`src/rtl/fetch_controller.sv`:
```
// Instruction fetch sequencer: owns the word-addressed fetch PC, issues req/ack
// memory reads, delivers instructions with their PC and applies redirects.
module fetch_controller #(
  parameter logic [31:0] RESET_PC = 32'h0,
  parameter int unsigned MAX_WAIT = 15
) (
  input  logic        clk,
  input  logic        rst_n,
  input  logic        stall_i,
  input  logic        branch_valid_i,
  input  logic [31:0] branch_target_i,
  input  logic        exc_valid_i,
  input  logic [31:0] exc_vector_i,
  output logic        imem_req_o,
  output logic [31:0] imem_addr_o,
  input  logic        imem_ack_i,
  input  logic [31:0] imem_data_i,
  output logic        instr_valid_o,
  output logic [31:0] instr_o,
  output logic [31:0] pc_o,
  output logic        write_pc_o,
  output logic        flush_o,
  output logic        fault_o
);

  typedef enum logic [1:0] {BOOT, WAIT, HOLD, FAULT} state_e;

  localparam logic [7:0] LAST_WAIT = 8'(MAX_WAIT - 1);

  state_e      state_q, state_d;
  logic [31:0] fetch_pc_q, fetch_pc_d;
  logic [7:0]  wait_cnt_q, wait_cnt_d;
  logic        discard_q, discard_d;
  logic        req_q, req_d;
  logic [31:0] addr_q, addr_d;
  logic        valid_q, valid_d;
  logic [31:0] instr_q, instr_d;
  logic [31:0] pc_q, pc_d;
  logic        write_pc_q, write_pc_d;
  logic        flush_q, flush_d;
  logic        fault_q, fault_d;

  logic        redirect;
  logic [31:0] target;

  always_comb begin
    target     = exc_valid_i ? exc_vector_i : branch_target_i;
    redirect   = exc_valid_i || (branch_valid_i && (state_q != FAULT));
    state_d    = state_q;
    fetch_pc_d = fetch_pc_q;
    wait_cnt_d = wait_cnt_q;
    discard_d  = discard_q;
    valid_d    = 1'b0;
    instr_d    = instr_q;
    pc_d       = pc_q;
    write_pc_d = 1'b0;
    flush_d    = 1'b0;
    fault_d    = fault_q;

    if (redirect) begin
      // A request already on the bus cannot be withdrawn; its ack is dropped later.
      state_d    = WAIT;
      fetch_pc_d = target;
      wait_cnt_d = 8'd0;
      discard_d  = (state_q == WAIT) && !imem_ack_i;
      pc_d       = target;
      write_pc_d = 1'b1;
      flush_d    = 1'b1;
    end else begin
      unique case (state_q)
        BOOT: begin
          state_d    = WAIT;
          pc_d       = RESET_PC;
          write_pc_d = 1'b1;
        end
        WAIT: begin
          if (imem_ack_i) begin
            wait_cnt_d = 8'd0;
            if (discard_q) begin
              discard_d = 1'b0;
            end else begin
              valid_d = 1'b1;
              instr_d = imem_data_i;
              pc_d    = fetch_pc_q;
              if (stall_i) state_d = HOLD;
              else         fetch_pc_d = fetch_pc_q + 32'd1;
            end
          end else if (wait_cnt_q == LAST_WAIT) begin
            state_d    = FAULT;
            fault_d    = 1'b1;
            discard_d  = 1'b0;
            wait_cnt_d = 8'd0;
          end else begin
            wait_cnt_d = wait_cnt_q + 8'd1;
          end
        end
        HOLD: begin
          valid_d = 1'b1;
          if (!stall_i) begin
            valid_d    = 1'b0;
            state_d    = WAIT;
            fetch_pc_d = fetch_pc_q + 32'd1;
          end
        end
        FAULT: begin
          state_d = FAULT;
        end
        default: begin
          state_d = BOOT;
        end
      endcase
    end

    req_d  = (state_d == WAIT);
    addr_d = discard_d ? addr_q : fetch_pc_d;
  end

  always_ff @(posedge clk or negedge rst_n) begin
    if (!rst_n) begin
      state_q    <= BOOT;
      fetch_pc_q <= RESET_PC;
      wait_cnt_q <= 8'd0;
      discard_q  <= 1'b0;
      req_q      <= 1'b0;
      addr_q     <= 32'd0;
      valid_q    <= 1'b0;
      instr_q    <= 32'd0;
      pc_q       <= RESET_PC;
      write_pc_q <= 1'b0;
      flush_q    <= 1'b0;
      fault_q    <= 1'b0;
    end else begin
      state_q    <= state_d;
      fetch_pc_q <= fetch_pc_d;
      wait_cnt_q <= wait_cnt_d;
      discard_q  <= discard_d;
      req_q      <= req_d;
      addr_q     <= addr_d;
      valid_q    <= valid_d;
      instr_q    <= instr_d;
      pc_q       <= pc_d;
      write_pc_q <= write_pc_d;
      flush_q    <= flush_d;
      fault_q    <= fault_d;
    end
  end

  assign imem_req_o    = req_q;
  assign imem_addr_o   = addr_q;
  assign instr_valid_o = valid_q;
  assign instr_o       = instr_q;
  assign pc_o          = pc_q;
  assign write_pc_o    = write_pc_q;
  assign flush_o       = flush_q;
  assign fault_o       = fault_q;

endmodule

```
`config.mk`:
```
export PLATFORM = sky130hd
export DESIGN_NAME = fetch_controller
export DESIGN_NICKNAME = d
export VERILOG_FILES = /design/src/rtl/fetch_controller.sv
export SDC_FILE = /design/constraint.sdc
export NUM_CORES = 1
export LEC_CHECK = 0
export ABC_AREA = 1
export BUFFER_PORTS_ARGS = -buffer_cell sky130_fd_sc_hd__buf_2
export CORE_MARGIN = 2
export CORE_UTILIZATION = 45
export CTS_BUF_LIST = sky130_fd_sc_hd__clkbuf_8
export DETAILED_ROUTE_END_ITERATION = 12
export GPL_TIMING_DRIVEN = 0
export HOLD_SLACK_MARGIN = 0.08
export PLACE_DENSITY = 0.7
export SLEW_MARGIN = 20
export SYNTH_ARGS = -nofsm -noshare
export SYNTH_HDL_FRONTEND = slang
export SYNTH_SLANG_ARGS = --single-unit
```
`constraint.sdc`:
```
create_clock -name clk -period 1.8 [get_ports clk]
set_input_delay 0.09 -clock clk [delete_from_list [all_inputs] [get_ports clk]]
set_output_delay 0.09 -clock clk [all_outputs]
set_load 0.01 [all_outputs]
```
Word-level counts from Yosys, hierarchy flattened:

Index checks and enable logic that the tools add are counted.

* muxes and demuxes: 33
* eq/ne operators: 8
* add/subtract/negate cells: 2
* bitwise operators: 3
* reduce and logical (&&, ||, !) cells: 10

Operator list (count)
* $mux W32: 8
* $pmux W32 S2: 2
* $add A32 B1 Y32 const B: 1
* $mux W8: 4
* $mux W2: 6
* $mux W1: 11
* $add A8 B1 Y8 const B: 1
* $eq A8 B4 Y1 const B: 1
* $pmux W2 S4: 1
* $reduce_and A4 Y1: 2
* $ne A3 B3 Y1 const B: 2
* $eq A2 B1 Y1 const B: 2
* $eq A2 B2 Y1 const B: 2
* $not A1 Y1: 3
* $reduce_and A3 Y1: 1
* $reduce_bool A3 Y1: 1
* $logic_and A1 B1 Y1: 2
* $logic_not A2 Y1: 1
* $ne A2 B2 Y1 const B: 1
* $pmux W1 S2: 1
* $reduce_bool A2 Y1: 1
* $logic_not A1 Y1: 1
* $logic_or A1 B1 Y1: 1

* bits in registers: 144
* output and inout port bits: 101

Depth between registers and ports, before layout:

Gate-level depths: netlist of the first run.

* depth in word-level cells: 6
* depth in mapped cells: 15
* mapped depth without buffers: 15

Least setup slack after synthesis of the first run:

Ideal clock, no wire load.

* kind: register to register
* start: reg state_q[1]
* end: reg addr_q[11] (netlist: imem_addr_o[11])
* library setup time: 82 ps
* stages on the path, launching flop included: 14
* arrival time: 1615 ps
* slack: 104 ps
* buffers on the path: 1
* cell sequence: dfrtp_1 -> inv_1 -> ha_1 -> nand2_1 -> inv_2 -> nand2_2 -> nand2_4 -> buf_6 -> nand2_1 -> nor3_2 -> nand2_1 -> nand2_1 -> nand3_1 -> a31oi_1

* longest elaborated chain between the ends: 4
* elaborated cells on any way between the ends: 10
* those cells by class: eq/ne: 3; mux: 4; reduce/logical: 3

RTL lines
* start: declaration: RTL line 30 `state_e state_q, state_d;`
* start signal: assignment: RTL line 133 `state_q <= state_d;`
* parallel branches: the longest is 4 deep, another holds $pmux W32 S2
* end signal: assignment: RTL line 138 `addr_q <= addr_d;`
* end: declaration: RTL line 35 `logic [31:0] addr_q, addr_d;`

Parallel ways; which one is timed is not known.
A chain may end at the register's enable or synchronous reset.

Worst setup path after layout of the first run:

* start: reg state_q[1]
* end: reg addr_q[20] (netlist: imem_addr_o[20])

* longest elaborated chain between the ends: 4
* elaborated cells on any way between the ends: 10
* those cells by class: eq/ne: 3; mux: 4; reduce/logical: 3

RTL lines
* parallel branches: the longest is 3 deep, another holds $pmux W32 S2
* $mux W32 (*): RTL line 60 `if (redirect) begin`
* via fetch_pc_d[20]: RTL line 31 `logic [31:0] fetch_pc_q, fetch_pc_d;`

Mark *: on every way through the listed nets, which the timed path passes.

==> results of run 1 <==
-- stage by stage --
stage               cell area, sq um  power [W]  hold slack [ns]  std cells
global placement                9110    0.00748            0.321       1356
global route                   11800     0.0118            0.171       1538
finish                         11800     0.0113            0.147       1538
floorplan                       7820    0.00616           -0.206        930
detailed placement              9140    0.00755           0.0681       1357
CTS                            11000     0.0108            0.107       1509
-- power by group through the flow --
stage | sequential [W] | combinational, W | clock [W]
after CTS | 0.00440 | 0.00354 | 0.00286
after global placement | 0.00442 | 0.00306 | 0
after detailed placement | 0.00444 | 0.00311 | 0
after floorplan | 0.00467 | 0.00149 | 0
final | 0.00444 | 0.00396 | 0.00285
after global routing | 0.00452 | 0.00428 | 0.00301
-- sequential cells by signal, indices dropped and copies added, names as in the netlist --
signal,cells
fetch_pc_q,32
imem_addr_o,32
instr_o,32
pc_o,32
wait_cnt_q,8
state_q,2
discard_q,1
fault_o,1
flush_o,1
imem_req_o,1
instr_valid_o,1
write_pc_o,1
-- path summary, 6_finish.rpt --
kind,end,slack [ns],cells past startpoint,start
worst max-delay path,imem_addr_o[20],-0.09,11,state_q[1]
worst min-delay path,pc_o[3],0.15,2,rst_n
worst max register to register,imem_addr_o[20],-0.09,11,state_q[1]
worst min register to register,imem_addr_o[15],0.48,2,imem_addr_o[15]
max in group asynchronous,fetch_pc_q[5],0.85,3,rst_n
min in group clk,wait_cnt_q[0],0.18,7,branch_valid_i
-- layout make-up --
class | instances | area [sq um] | area share, %
Inverter | 74 | 318 | 2.69
Sequential cell | 144 | 3620 | 30.7
Tap cell | 225 | 282 | 2.38
Buffer | 40 | 439 | 3.71
Multi-Input combinational cell | 670 | 4210 | 35.6
Clock buffer | 18 | 248 | 2.10
Timing Repair inverter | 1 | 7.51 | 0.0635
Timing Repair Buffer | 352 | 2520 | 21.3
Clock inverter | 14 | 180 | 1.52
-- timing repair --
item                                    CTS  global route
endpoints found under the hold margin   237             0
endpoints found under the setup margin  135           127
gates resized for setup                  97           169
pin swaps                                29            68
hold buffers                             99             0
setup buffers                            21            28
gates cloned                              1             2
-- Yosys cell counts (2+ instances only) --
cell type / instances / area, sq um
nand2_1: 239 / 897
buf_4: 4 / 30.0
dfrtp_1: 144 / 3600
nand4_1: 13 / 81.3
buf_2: 22 / 110
nor2_2: 5 / 31.3
nand3_2: 2 / 20.0
o21ai_0: 26 / 130
nor2_1: 78 / 293
nor3b_1: 2 / 15.0
o21bai_1: 2 / 15.0
o22ai_1: 4 / 25.0
inv_1: 65 / 244
nor2_4: 7 / 78.8
clkbuf_1: 11 / 41.3
nor3_2: 3 / 30.0
inv_2: 9 / 33.8
a31oi_1: 40 / 250
a21oi_1: 34 / 170
o21ai_1: 8 / 40.0
mux2_2: 64 / 721
nand2_2: 13 / 81.3
buf_6: 4 / 45.0
nor3_1: 8 / 40.0
ha_1: 7 / 87.6
o211ai_1: 21 / 158
nand3_1: 82 / 410
-- cells by family after synthesis --
family	after synthesis	synth area share [%]
multiplexers	64	9.22
AO/OA/AOI/OAI	142	10.9
adder cells (fa/ha/maj)	7	1.12
flip-flops	144	46.1
AND/OR/NAND/NOR	456	25.9
XOR/XNOR	1	0.112
buffers and inverters	116	6.62
-- critical path, delay by kind of cell, from the launching register on --
family / cells / cell delay, ns
buffers and inverters: 5 / 0.75
AOI/OAI and AO/OA: 1 / 0.17
adders and majority gates: 1 / 0.17
and+or+nand+nor: 4 / 0.26
DFF: 1 / 0.45
-- routing by layer --
| layer | share of wire [%] | wire length (um) | vias up |
|---|---|---|---|
| li1 | - | - | 3877 |
| met1 | 42 | 12300 | 4037 |
| met2 | 48 | 14100 | 389 |
| met3 | 7.7 | 2270 | 54 |
| met4 | 2.5 | 722 | 2 |
| met5 | 0.024 | 7 | - |
==> run metrics, run 1 <==
worst min-delay path class primary input to asynchronous set/reset pin; pre-CTS setup slack -0.437 ns; H-tree depth reported by CTS 4; ys async rst share 100%; final weighted congestion in routability-driven placement 0.969; failing checks negative setup slack; status complete, but fails checks; fraction of the cycle the final worst path needs 105%; internal power consumption slightly above 0.007 W; number of distinct library cell variants in the gate-level netlist after synthesis 40; register bit count reported by yosys approximately 140; number of cells produced by synthesis 930; final cell utilization of the core 69.1%; layout net count ~1,400; CTS root buf clkbuf_8; setup slack of the critical path after layout -0.0903 ns; final-report max-slew violation count 0; share of cells above drive strength 1 between 40 and 50%; measured slew at the worst slew-check pin between 0.5 and 0.6 ns; total number of vias 8,359; final period demand of the worst path around 1.9 ns; sw power ~0.0041 W; Bufs on Longest Clock Path 2; largest net degree at the start of global routing 82; post-DR vias/cell ~5.4; commonest cells after routing, fill and taps aside 207 x buf_2, 197 x nand2_1, 127 x dfrtp_1; global-route layer with the greatest usage met2; number of flops mapped to enable cells by yosys 0; yosys synthesis warning count 0; Detailed Route Iter0 Violations around 700; routed wire length between 20,000 and 30,000 um; CTS tree yes; clock transition at the register clock pins on the worst setup and hold paths after CTS ~0.10 ns; CP dominant cell by count nand2_1; most common cell after layout, fill and taps aside buf_2; number of setup violations in the final report between 40 and 50; Post-Synthesis Mean Instance Area approximately 8.4 sq um; via count of the first global-routing pass around 8,000; Worst Clk Skew ~0.017 ns; power share of the clock group about a quarter; Static Leak 5.66 nW; clock network latency to the later pin of the worst-skew pair approximately 0.47 ns; Net Count, Synth 1,039; aggregate negative setup slack -2.09 ns; total track usage around 31%; die footprint between 15,000 and 20,000 sq um; initial antenna violation count 1; Crit Path Category flip-flop to flip-flop; critical-path maximum fanout 6; wire per inst around 19 um; synthesis-to-layout area growth 51.2%; final hold viol count 0; Power per Cell Area 952 nW/um^2; TritonCTS sink count ~140; Crit path arrival time 2.26 ns; Max-cap violations 0; met3 layer usage reported by global route 7.57%; post-route DRC violation count 0; sequential group share of total power 39.5%; Final ANT Viol Nets 0; type of origin of the critical path flip-flop; crit end category flip-flop; initial standard-cell utilization of the core around 46%; row count 48; summed instance area of the synthesized netlist about 7800 sq um; data required time at the worst endpoint 2.17 ns; number of top-level pins 203; met1 Usage GRT roughly two fifths; die boundary height between 100 and 150 um; chip width around 140 um; commonest register cell after synthesis dfrtp_1; global routing usage on met2 ~50%; setup repair after global routing missed its margin true; Filler cells between 1,000 and 1,500; net switching fraction of the power between 30% and 40%; grt total ovfl 0; Highest Clock Rate 0.529 GHz; number of iterations in the first detailed-routing pass 5; normalized max-slew margin between 60 and 70%; Floorplan Core Area around 17,000 sq um; input/output buffers between 200 and 250; cell type of the slowest stage on the worst timing path dfrtp_2; largest vdd supply drop between 0.0009 and 0.001 V; cell chain of the critical path ha_4 > inv_4 > a21oi_4 > buf_6 > clkinvlp_4 > buf_12 > clkbuf_16 > nand2_4 > nand2_2 > nand2_1 > nand2_1; total clock buffers created by CTS 17; wire length of the first global-routing pass around 43,000 um; post-detail-place hpwl between 15,000 and 20,000 um; combinational share of power between 30% and 40%; antenna diode count 0; delay of the slowest critical-path stage 0.45 ns; fraction of the yosys area taken by sequential cells between 40% and 50%
No activity file was read; power rests on OpenSTA's default activity.
==> run 2, diff against run 1 <==
--- a/config.mk
+++ b/config.mk
@@ -7,13 +7,15 @@
 export LEC_CHECK = 0
 export ABC_AREA = 1
 export BUFFER_PORTS_ARGS = -buffer_cell sky130_fd_sc_hd__buf_2
+export CAP_MARGIN = 20
 export CORE_MARGIN = 2
 export CORE_UTILIZATION = 45
 export CTS_BUF_LIST = sky130_fd_sc_hd__clkbuf_8
+export CTS_CLUSTER_SIZE = 16
 export DETAILED_ROUTE_END_ITERATION = 12
 export GPL_TIMING_DRIVEN = 0
 export HOLD_SLACK_MARGIN = 0.08
-export PLACE_DENSITY = 0.7
+export PLACE_DENSITY = 0.72
 export SLEW_MARGIN = 20
 export SYNTH_ARGS = -nofsm -noshare
 export SYNTH_HDL_FRONTEND = slang
==> constraint.sdc (replaced) <==
create_clock -name clk -period 1.7 [get_ports clk]
set_input_delay 0.085 -clock clk [delete_from_list [all_inputs] [get_ports clk]]
set_output_delay 0.085 -clock clk [all_outputs]
set_load 0.01 [all_outputs]
==> run metrics, run 2 (synthesized netlist as in run 1, its figures left out) <==
post-layout instance count excluding filler cells 1,550; combinational share of power 36.1%; via count of the first global-routing pass around 8,300; data required time at the worst endpoint between 2 and 2.5 ns; Placed Instances 1,357; clock network latency to the later pin of the worst-skew pair around 0.47 ns; Final ANT Viol Nets 0; initial antenna violation count 0; aggregate negative setup slack -9.46 ns; Crit Path Category flip-flop to flip-flop; net switching fraction of the power 35.8%; sequential group share of total power a little under two fifths; H-tree depth reported by CTS 4; Worst Clk Skew around 0.017 ns; die footprint about 18,000 sq um; number of iterations in the first detailed-routing pass 7; Max-cap violations 0; most common cell after layout, fill and taps aside buf_2; failing checks negative setup slack; Power per Cell Area roughly 1000 nW/um^2; status complete, but fails checks; Static Leak about 5.8 nW; R2R Path End imem_addr_o[31]; final-report max-slew violation count 0; grt total ovfl 0; worst min-delay path class primary input to flip-flop; final weighted congestion in routability-driven placement ~0.95; initial standard-cell utilization of the core between 40% and 50%; measured slew at the worst slew-check pin approximately 0.46 ns; largest vdd supply drop roughly 0.00076 V; total track usage approximately a third; Bufs on Longest Clock Path 2; CTS root buf clkbuf_8; delay of the slowest critical-path stage approximately 0.43 ns; clock transition at the register clock pins on the worst setup and hold paths after CTS ~0.10 ns; total clock buffers created by CTS 17; largest net degree at the start of global routing between 90 and 100; final period demand of the worst path between 1.5 and 2 ns; Floorplan Core Area around 17,000 sq um; internal power consumption 0.00791 W; met1 Usage GRT about 41%; pre-CTS setup slack -0.555 ns; Filler cells roughly 1,300; post-route DRC violation count 0; critical-path maximum fanout 6; total number of vias around 8,600; CP dominant cell by count nand2_1; power share of the clock group about a quarter; layout net count roughly 1,400; normalized max-slew margin a little over two thirds; routed wire length just over 30,000 um; Highest Clock Rate slightly above 0.5 GHz; die boundary height ~140 um; type of origin of the critical path flip-flop; cell count of the worst reg-to-reg path 11; antenna diode count 0; Detailed Route Iter0 Violations approximately 830; post-DR vias/cell around 5.6; fraction of the cycle the final worst path needs 114%; worst reg2reg startpoint state_q[1]; sw power 0.00441 W; critical hold path startpoint exc_vector_i[31]; global routing usage on met2 between 50% and 60%; met3 layer usage reported by global route ~6.9%; share of cells above drive strength 1 a little over two fifths; chip width ~140 um; post-detail-place hpwl 19,600 um; CTS tree yes; number of setup violations in the final report 126; wire per inst ~20 um; TritonCTS sink count ~140; commonest cells after routing, fill and taps aside 206 x buf_2, 200 x nand2_1, 128 x dfrtp_1; setup slack on the worst flop-to-flop path -0.24 ns; cell type of the slowest stage on the worst timing path dfrtp_1; critical path startpoint state_q[1]; input/output buffers approximately 200; destination of the critical timing path imem_addr_o[31]; setup repair after global routing missed its margin true; row count 48; synthesis-to-layout area growth 56.1%; wire length of the first global-routing pass 45,000 um; number of top-level pins 203; cell chain of the critical path inv_2 > buf_6 > ha_4 > buf_4 > inv_6 > o21ai_0 > nand2_1 > nand2_1 > nand2_2 > nand2_1 > nand2_1; crit end category flip-flop; setup slack of the critical path after layout -0.241 ns; final hold viol count 0; global-route layer with the greatest usage met2; Crit path arrival time 2.28 ns
-- run 2: cell count changes in the layout (fill, tap and decap cells not counted), sizes merged --
cell         before  now
buf             285  296
bufinv            3    4
clkbuf           26   30
clkinvlp          4    3
dlygate4sd3      99   97
inv              78   77
-- run 2: stage by stage --
step | util, % | hold WS [ns] | power (W) | instance area (sq um)
global placement | 53.2 | 0.315 | 0.00794 | 9110
floorplan | - | -0.211 | 0.00652 | 7820
finish | 71.3 | 0.105 | 0.0123 | 12200
CTS | 66.8 | 0.0817 | 0.0118 | 11400
global route | 71.3 | 0.109 | 0.0129 | 12200
detailed placement | 53.4 | 0.0252 | 0.00802 | 9140
-- run 2: power by group through the flow --
stage               Combinational [W]  Sequential [W]  Clock (W)
floorplan                     0.00158         0.00494          0
global placement              0.00324         0.00470          0
detailed placement            0.00330         0.00472          0
CTS                           0.00392         0.00467    0.00317
global route                  0.00477         0.00482    0.00332
finish                        0.00444         0.00474    0.00314
-- run 2: final cells by class --
type                    count  area (sq um)  share of cell area (%)
repair inverters            2          16.3                   0.133
flip-flops and latches    144          3620                    29.7
repair buffers            362          2640                    21.6
clock inverters            12           180                    1.48
clock buffers              20           275                    2.26
multi-input cells         670          4370                    35.8
well taps                 225           282                    2.31
plain buffers              41           500                    4.10
inverters                  74           319                    2.61
-- run 2: worst max-delay path, delay by kind of cell (launching register included) --
family	cells	cell delay [ns]
AOI/OAI and AO/OA	1	0.21
and+or+nand+nor	5	0.40
buffers and inverters	4	0.42
adders and majority gates	1	0.35
DFF	1	0.43
-- run 2: worst min path at each step --
stage / to / depth (start not counted)
detailed placement: pc_o[7] / 1
global placement: instr_o[15] / 2
floorplan: discard_q / 0
CTS: state_q[0] / 4
finish: fetch_pc_q[31] / 4
global route: fetch_pc_q[31] / 4
-- run 2: timing repair --
item / 4_1_cts / 5_1_grt
hold buffers: 97 / 0
endpoints found under the setup margin: 142 / 141
endpoints found under the hold margin: 235 / 0
pin swaps: 30 / 58
resized for setup: 157 / 155
buffers inserted: 35 / 25
cloned: 2 / 4
-- run 2: layer usage --
layer | wire, um | share of wire [%]
met5 | 0 | 0
met3 | 2820 | 9.1
met1 | 12100 | 39
met4 | 1290 | 4.2
met2 | 14700 | 48
